$ cat config.mk
export PLATFORM = sky130hd
export DESIGN_NAME = nandn_filt_brick
export DESIGN_NICKNAME = d
export VERILOG_FILES = /design/src/rtl/nandn_filt_brick.sv
export SDC_FILE = /design/constraint.sdc
export NUM_CORES = 1
export LEC_CHECK = 0
export BUFFER_PORTS_ARGS = -buffer_cell sky130_fd_sc_hd__buf_4
export CORE_UTILIZATION = 54
export DETAILED_ROUTE_END_ITERATION = 10
export PLACE_DENSITY = 0.81
export SLEW_MARGIN = 20
export SYNTH_ARGS = -nofsm -noshare
export SYNTH_HDL_FRONTEND = slang
export SYNTH_SLANG_ARGS = --single-unit
export TNS_END_PERCENT = 100
$ cat constraint.sdc
create_clock -name CELCLK -period 3 [get_ports CELCLK]
set_input_delay 0.6 -clock CELCLK [delete_from_list [all_inputs] [get_ports CELCLK]]
set_output_delay 0.6 -clock CELCLK [all_outputs]
set_load 0.005 [all_outputs]
$ cat src/rtl/nandn_filt_brick.sv
// Parametrised masked N-input NAND with per-input synchroniser and a clocked deglitch
// filter; reports an output-change pulse and a saturating count of rejected glitches.
module nandn_filt_brick #(
  parameter int unsigned N_IN        = 3,
  parameter int unsigned SYNC_STAGES = 2,
  parameter int unsigned FILT_CYC    = 4,
  parameter logic        RST_VAL     = 1'b1,
  parameter int unsigned GCW         = 8
) (
  input  logic            CELCLK,
  input  logic            CELRST,
  input  logic            CELV,
  input  logic            CELG,
  input  logic            SUB,
  input  logic [N_IN-1:0] i,
  input  logic [N_IN-1:0] mask,
  output logic            o,
  output logic            o_chg,
  output logic [GCW-1:0]  glitch_cnt
);

  localparam int unsigned CW = (FILT_CYC < 1) ? 1 : $clog2(FILT_CYC + 1);

  typedef enum logic {
    STABLE = 1'b0,
    PEND   = 1'b1
  } state_t;

  logic [N_IN-1:0] s;
  logic            raw;

  state_t          state, state_n;
  logic [CW-1:0]   cnt, cnt_n;
  logic            o_n, o_chg_n;
  logic [GCW-1:0]  glitch_cnt_n;

  // Power/substrate pins carried for netlist connectivity only.
  logic unused_pins;
  assign unused_pins = ^{CELV, CELG, SUB};

  // Input synchroniser; zero stages means inputs are already in the CELCLK domain.
  if (SYNC_STAGES == 0) begin : g_nosync
    assign s = i;
  end else begin : g_sync
    logic [N_IN-1:0] ff [SYNC_STAGES];

    always_ff @(posedge CELCLK or posedge CELRST) begin
      if (CELRST) begin
        for (int unsigned k = 0; k < SYNC_STAGES; k++) ff[k] <= '0;
      end else begin
        ff[0] <= i;
        for (int unsigned k = 1; k < SYNC_STAGES; k++) ff[k] <= ff[k-1];
      end
    end

    assign s = ff[SYNC_STAGES-1];
  end

  // Masked inputs are forced high, so an all-masked brick reads raw=0.
  assign raw = ~&(s | mask);

  always_ff @(posedge CELCLK or posedge CELRST) begin
    if (CELRST) begin
      state      <= STABLE;
      cnt        <= '0;
      o          <= RST_VAL;
      o_chg      <= 1'b0;
      glitch_cnt <= '0;
    end else begin
      state      <= state_n;
      cnt        <= cnt_n;
      o          <= o_n;
      o_chg      <= o_chg_n;
      glitch_cnt <= glitch_cnt_n;
    end
  end

  // Deglitch filter: raw must differ from o for FILT_CYC+1 sampled edges to commit.
  always_comb begin
    state_n      = state;
    cnt_n        = cnt;
    o_n          = o;
    o_chg_n      = 1'b0;
    glitch_cnt_n = glitch_cnt;

    case (state)
      STABLE: begin
        if (raw != o) begin
          if (FILT_CYC == 0) begin
            o_n     = raw;
            o_chg_n = 1'b1;
          end else begin
            state_n = PEND;
            cnt_n   = CW'(1);
          end
        end
      end

      PEND: begin
        if (raw == o) begin
          state_n = STABLE;
          cnt_n   = '0;
          if (glitch_cnt != '1) glitch_cnt_n = glitch_cnt + GCW'(1);
        end else if (cnt == CW'(FILT_CYC)) begin
          o_n     = raw;
          o_chg_n = 1'b1;
          state_n = STABLE;
          cnt_n   = '0;
        end else begin
          cnt_n = cnt + CW'(1);
        end
      end

      default: begin
        state_n = STABLE;
        cnt_n   = '0;
      end
    endcase
  end

endmodule
==> flow_summary_export.csv <==
group,metric,value,unit
global_route,first_global_vias,518,
critical_path,critPathBufInv,0,
critical_path,cp.required,3190,ps
timing,final_max_slew_viol_count,0,
synthesis,synth.avg_cell_area,11.71,um^2
timing,fin_skew,0.6985,ps
synthesis,syn_area,854.6,um^2
timing,worst_slack,1252,ps
cts,cts_setup_buffers,0,
floorplanning,die-area,1746,um^2
global_route,antenna_found_initial,0,
timing,finalCritPeriodShare,58.25,%
drt,wire_per_inst,12.27,um
synthesis,syn_nets,87,
global_route,grt_overflow,0,
critical_path,path_delay_family,"simple AND/OR/NAND/NOR gates",
timing,period_needed,1748,ps
drt,drt_first_pass_iters,3,
drt,dr.first_iter.drc_count,6,
drt,ant_nets,0,
critical_path,path_cells,"ha_1 -> nand2_1 -> or3_1 -> nand3_1 -> mux2_1",
placement,gp_congestion,0.7171,
min_path,holdPathEnd,"s[2]",
job,maxCapViolCount,0,
synthesis,ys_warn_count,0,
cts,cts_hold_buffers,0,
cts,cts_resized,0,
timing,tns,0,ps
pwr,ir_drop,0.0006639,V
synthesis,ys_ff_latch,20,
global_route,grt_usage,16.81,%
critical_path,worstSetupPathType,"reg2reg",
synthesis,synth_cell_type_count,26,
cts,clockRootBuffer,"clkbuf_4",
floorplanning,die_y,41.78,um
final_layout,drive_gt1_share,30.43,%
min_path,holdCritStartpoint,"g_sync.ff[5]",
placement,io_buffers,17,
timing,setup_viol,0,
synthesis,yosysSeqAreaShare,58.71,%
critical_path,timing.reg2reg.worst_path_depth,5,
cts,clkTransAtPathRegs,110,ps
cts,htreeDepth,1,
critical_path,worstPathMaxFanout,6,
drt,drc,0,
timing,worstMarginPinSlew,719.5,ps
final_layout,final_util,75.75,%
critical_path,crit_arrival,1940,ps
critical_path,startpoint_type,"register",
critical_path,end_kind,"register",
final_layout,diodes,0,
pwr,powerDensity,891.0,nW/um^2
drt,routed_wl,1313,um
final_layout,area_growth_syn_to_layout,22.55,%
final_layout,nets,107,
drt,routed_via_density,5.374,
critical_path,crit-reg2reg-launch,"glitch_cnt[0]",
floorplanning,num_rows,13,
global_route,grt_max_degree,21,
cts,clock_latency,290,ps
final_layout,seq_area,501.7,um^2
cts,clock_path_buffers,2,
synthesis,synthCells,73,
floorplanning,io_pins,21,
min_path,hold_path_depth,0,
timing,max_freq,572.2,MHz
final_layout,n_fill_cell,97,
critical_path,r2r_slack,1250,ps
pwr,power_leakage,0.5038,nW
critical_path,critical_path.slowest_cell,"dfrtp_1",
cts,cts_tree,"built",
critical_path,cpPeakStageDelay,430,ps
timing,rsz0062_at_grt,"no",
floorplanning,coreArea,1383,um^2
floorplanning,die_w,41.78,um
timing,timing_hold_violations_final,0,
placement,pre_cts_slack,1068,ps
cts,numCtsBuffers,3,
drt,num_vias,575,
run_status,status,"completed",
timing,slew_headroom,51.98,%
final_layout,multiInputGateArea,327.8,um^2
global_route,grt_pass1_wl,2187,um
floorplanning,start_util,61.81,%
pwr,total_power,0.9331,mW
placement,hpwl,960.4,um
min_path,hp-class,"reg2reg",
critical_path,r2r-end,"glitch_cnt[1]",
cts,cts.sinks,20,
power by group:
group / leakage [nW] / switching [mW] / internal, mW
sequential: 0.247 / 0.0877 / 0.344
clock: 0.0279 / 0.0807 / 0.135
combinational: 0.229 / 0.127 / 0.158
worst register-to-register path: stages (launching register included):
cell     delay, ps
dfrtp_1        430
ha_1           210
nand2_1         70
or3_1          400
nand3_1        190
mux2_1         340
routing by layer:
layer | vias up | part of all wire [%] | GRT usage, %
li1 | 288 | - | -
met2 | 10 | 48 | 28.13
met3 | 2 | 3.0 | 3.043
met1 | 275 | 48 | 20.76
met4 | 0 | 1.1 | 8.387
met5 | - | 0 | 0
cell usage in the layout (no fill, tap or decap), drive strengths merged, types with 2 or more instances in the layout:
master,count
and3,3
nor2,5
xnor2,6
o21ai,2
nand2,8
ha,3
nand3,3
buf,18
nand4,5
xor2,2
inv,3
clkbuf,3
dfrtp,19
mux2,2
o22ai,2
registers in the layout, summed over array words and instances (netlist names):
signal	flops
state	1
glitch_cnt	8
g_sync.ff	3
o	1
o_chg	1
cnt	3
s	3
worst max-delay path by stage:
stage | from | end | slack, ps | cells after the start
floorplan | mask[1] | glitch_cnt[1] | 1340 | 5
global placement | mask[1] | glitch_cnt[1] | 1080 | 7
detailed placement | mask[1] | glitch_cnt[1] | 1070 | 7
CTS | glitch_cnt[0] | glitch_cnt[1] | 1260 | 5
global route | glitch_cnt[0] | glitch_cnt[1] | 1160 | 5
finish | glitch_cnt[0] | glitch_cnt[1] | 1250 | 5
metrics by stage:
| stage | hold WS (ps) | instance area, um^2 | std cells |
|---|---|---|---|
| 2_1_floorplan | 331.2 | 854.6 | 73 |
| 3_3_place_gp | 333.6 | 994.7 | 103 |
| 3_5_place_dp | 335.5 | 994.7 | 103 |
| 4_1_cts | 361.9 | 1047 | 107 |
| 5_1_grt | 367.3 | 1047 | 107 |
| 6_report | 359.5 | 1047 | 107 |
synthesized netlist by cell type, drive strengths merged:
| cell type | n | area [um^2] |
|---|---|---|
| dfstp | 1 | 26.28 |
| mux2 | 2 | 22.52 |
| nor2 | 5 | 18.77 |
| a22oi | 1 | 7.510 |
| and3b | 1 | 8.760 |
| xor2 | 2 | 25.03 |
| and3 | 3 | 21.27 |
| nand4 | 5 | 31.28 |
| dfrtp | 19 | 475.5 |
| ha | 3 | 37.54 |
| nand3b | 1 | 7.510 |
| or3 | 1 | 6.260 |
| a32o | 1 | 10.01 |
| nor2b | 1 | 6.260 |
| xnor2 | 6 | 52.55 |
| clkbuf | 1 | 3.750 |
| nand3 | 3 | 20.02 |
| nand2 | 8 | 30.03 |
| o22ai | 2 | 12.51 |
| buf | 2 | 10.01 |
| inv | 3 | 11.26 |
| o21ai | 2 | 10.01 |
logic make-up after synthesis:
| logic type | count (synthesis) | synth area share (%) |
|---|---|---|
| buffers and inverters | 6 | 2.928 |
| XOR/XNOR | 8 | 9.078 |
| multiplexers | 2 | 2.635 |
| flip-flops | 20 | 58.71 |
| AND/OR/NAND/NOR | 28 | 17.57 |
| AO/OA/AOI/OAI | 6 | 4.685 |
| adder cells (fa/ha/maj) | 3 | 4.393 |
area by class of cell:
| type | count | share of cell area [%] |
|---|---|---|
| clock buffers | 3 | 2.151 |
| inverters | 3 | 1.075 |
| repair buffers | 18 | 12.90 |
| well taps | 15 | 1.792 |
| flip-flops and latches | 20 | 47.91 |
| multi-input cells | 47 | 31.30 |
| clock inverters | 1 | 2.867 |
(Power assumes the default switching activity.)
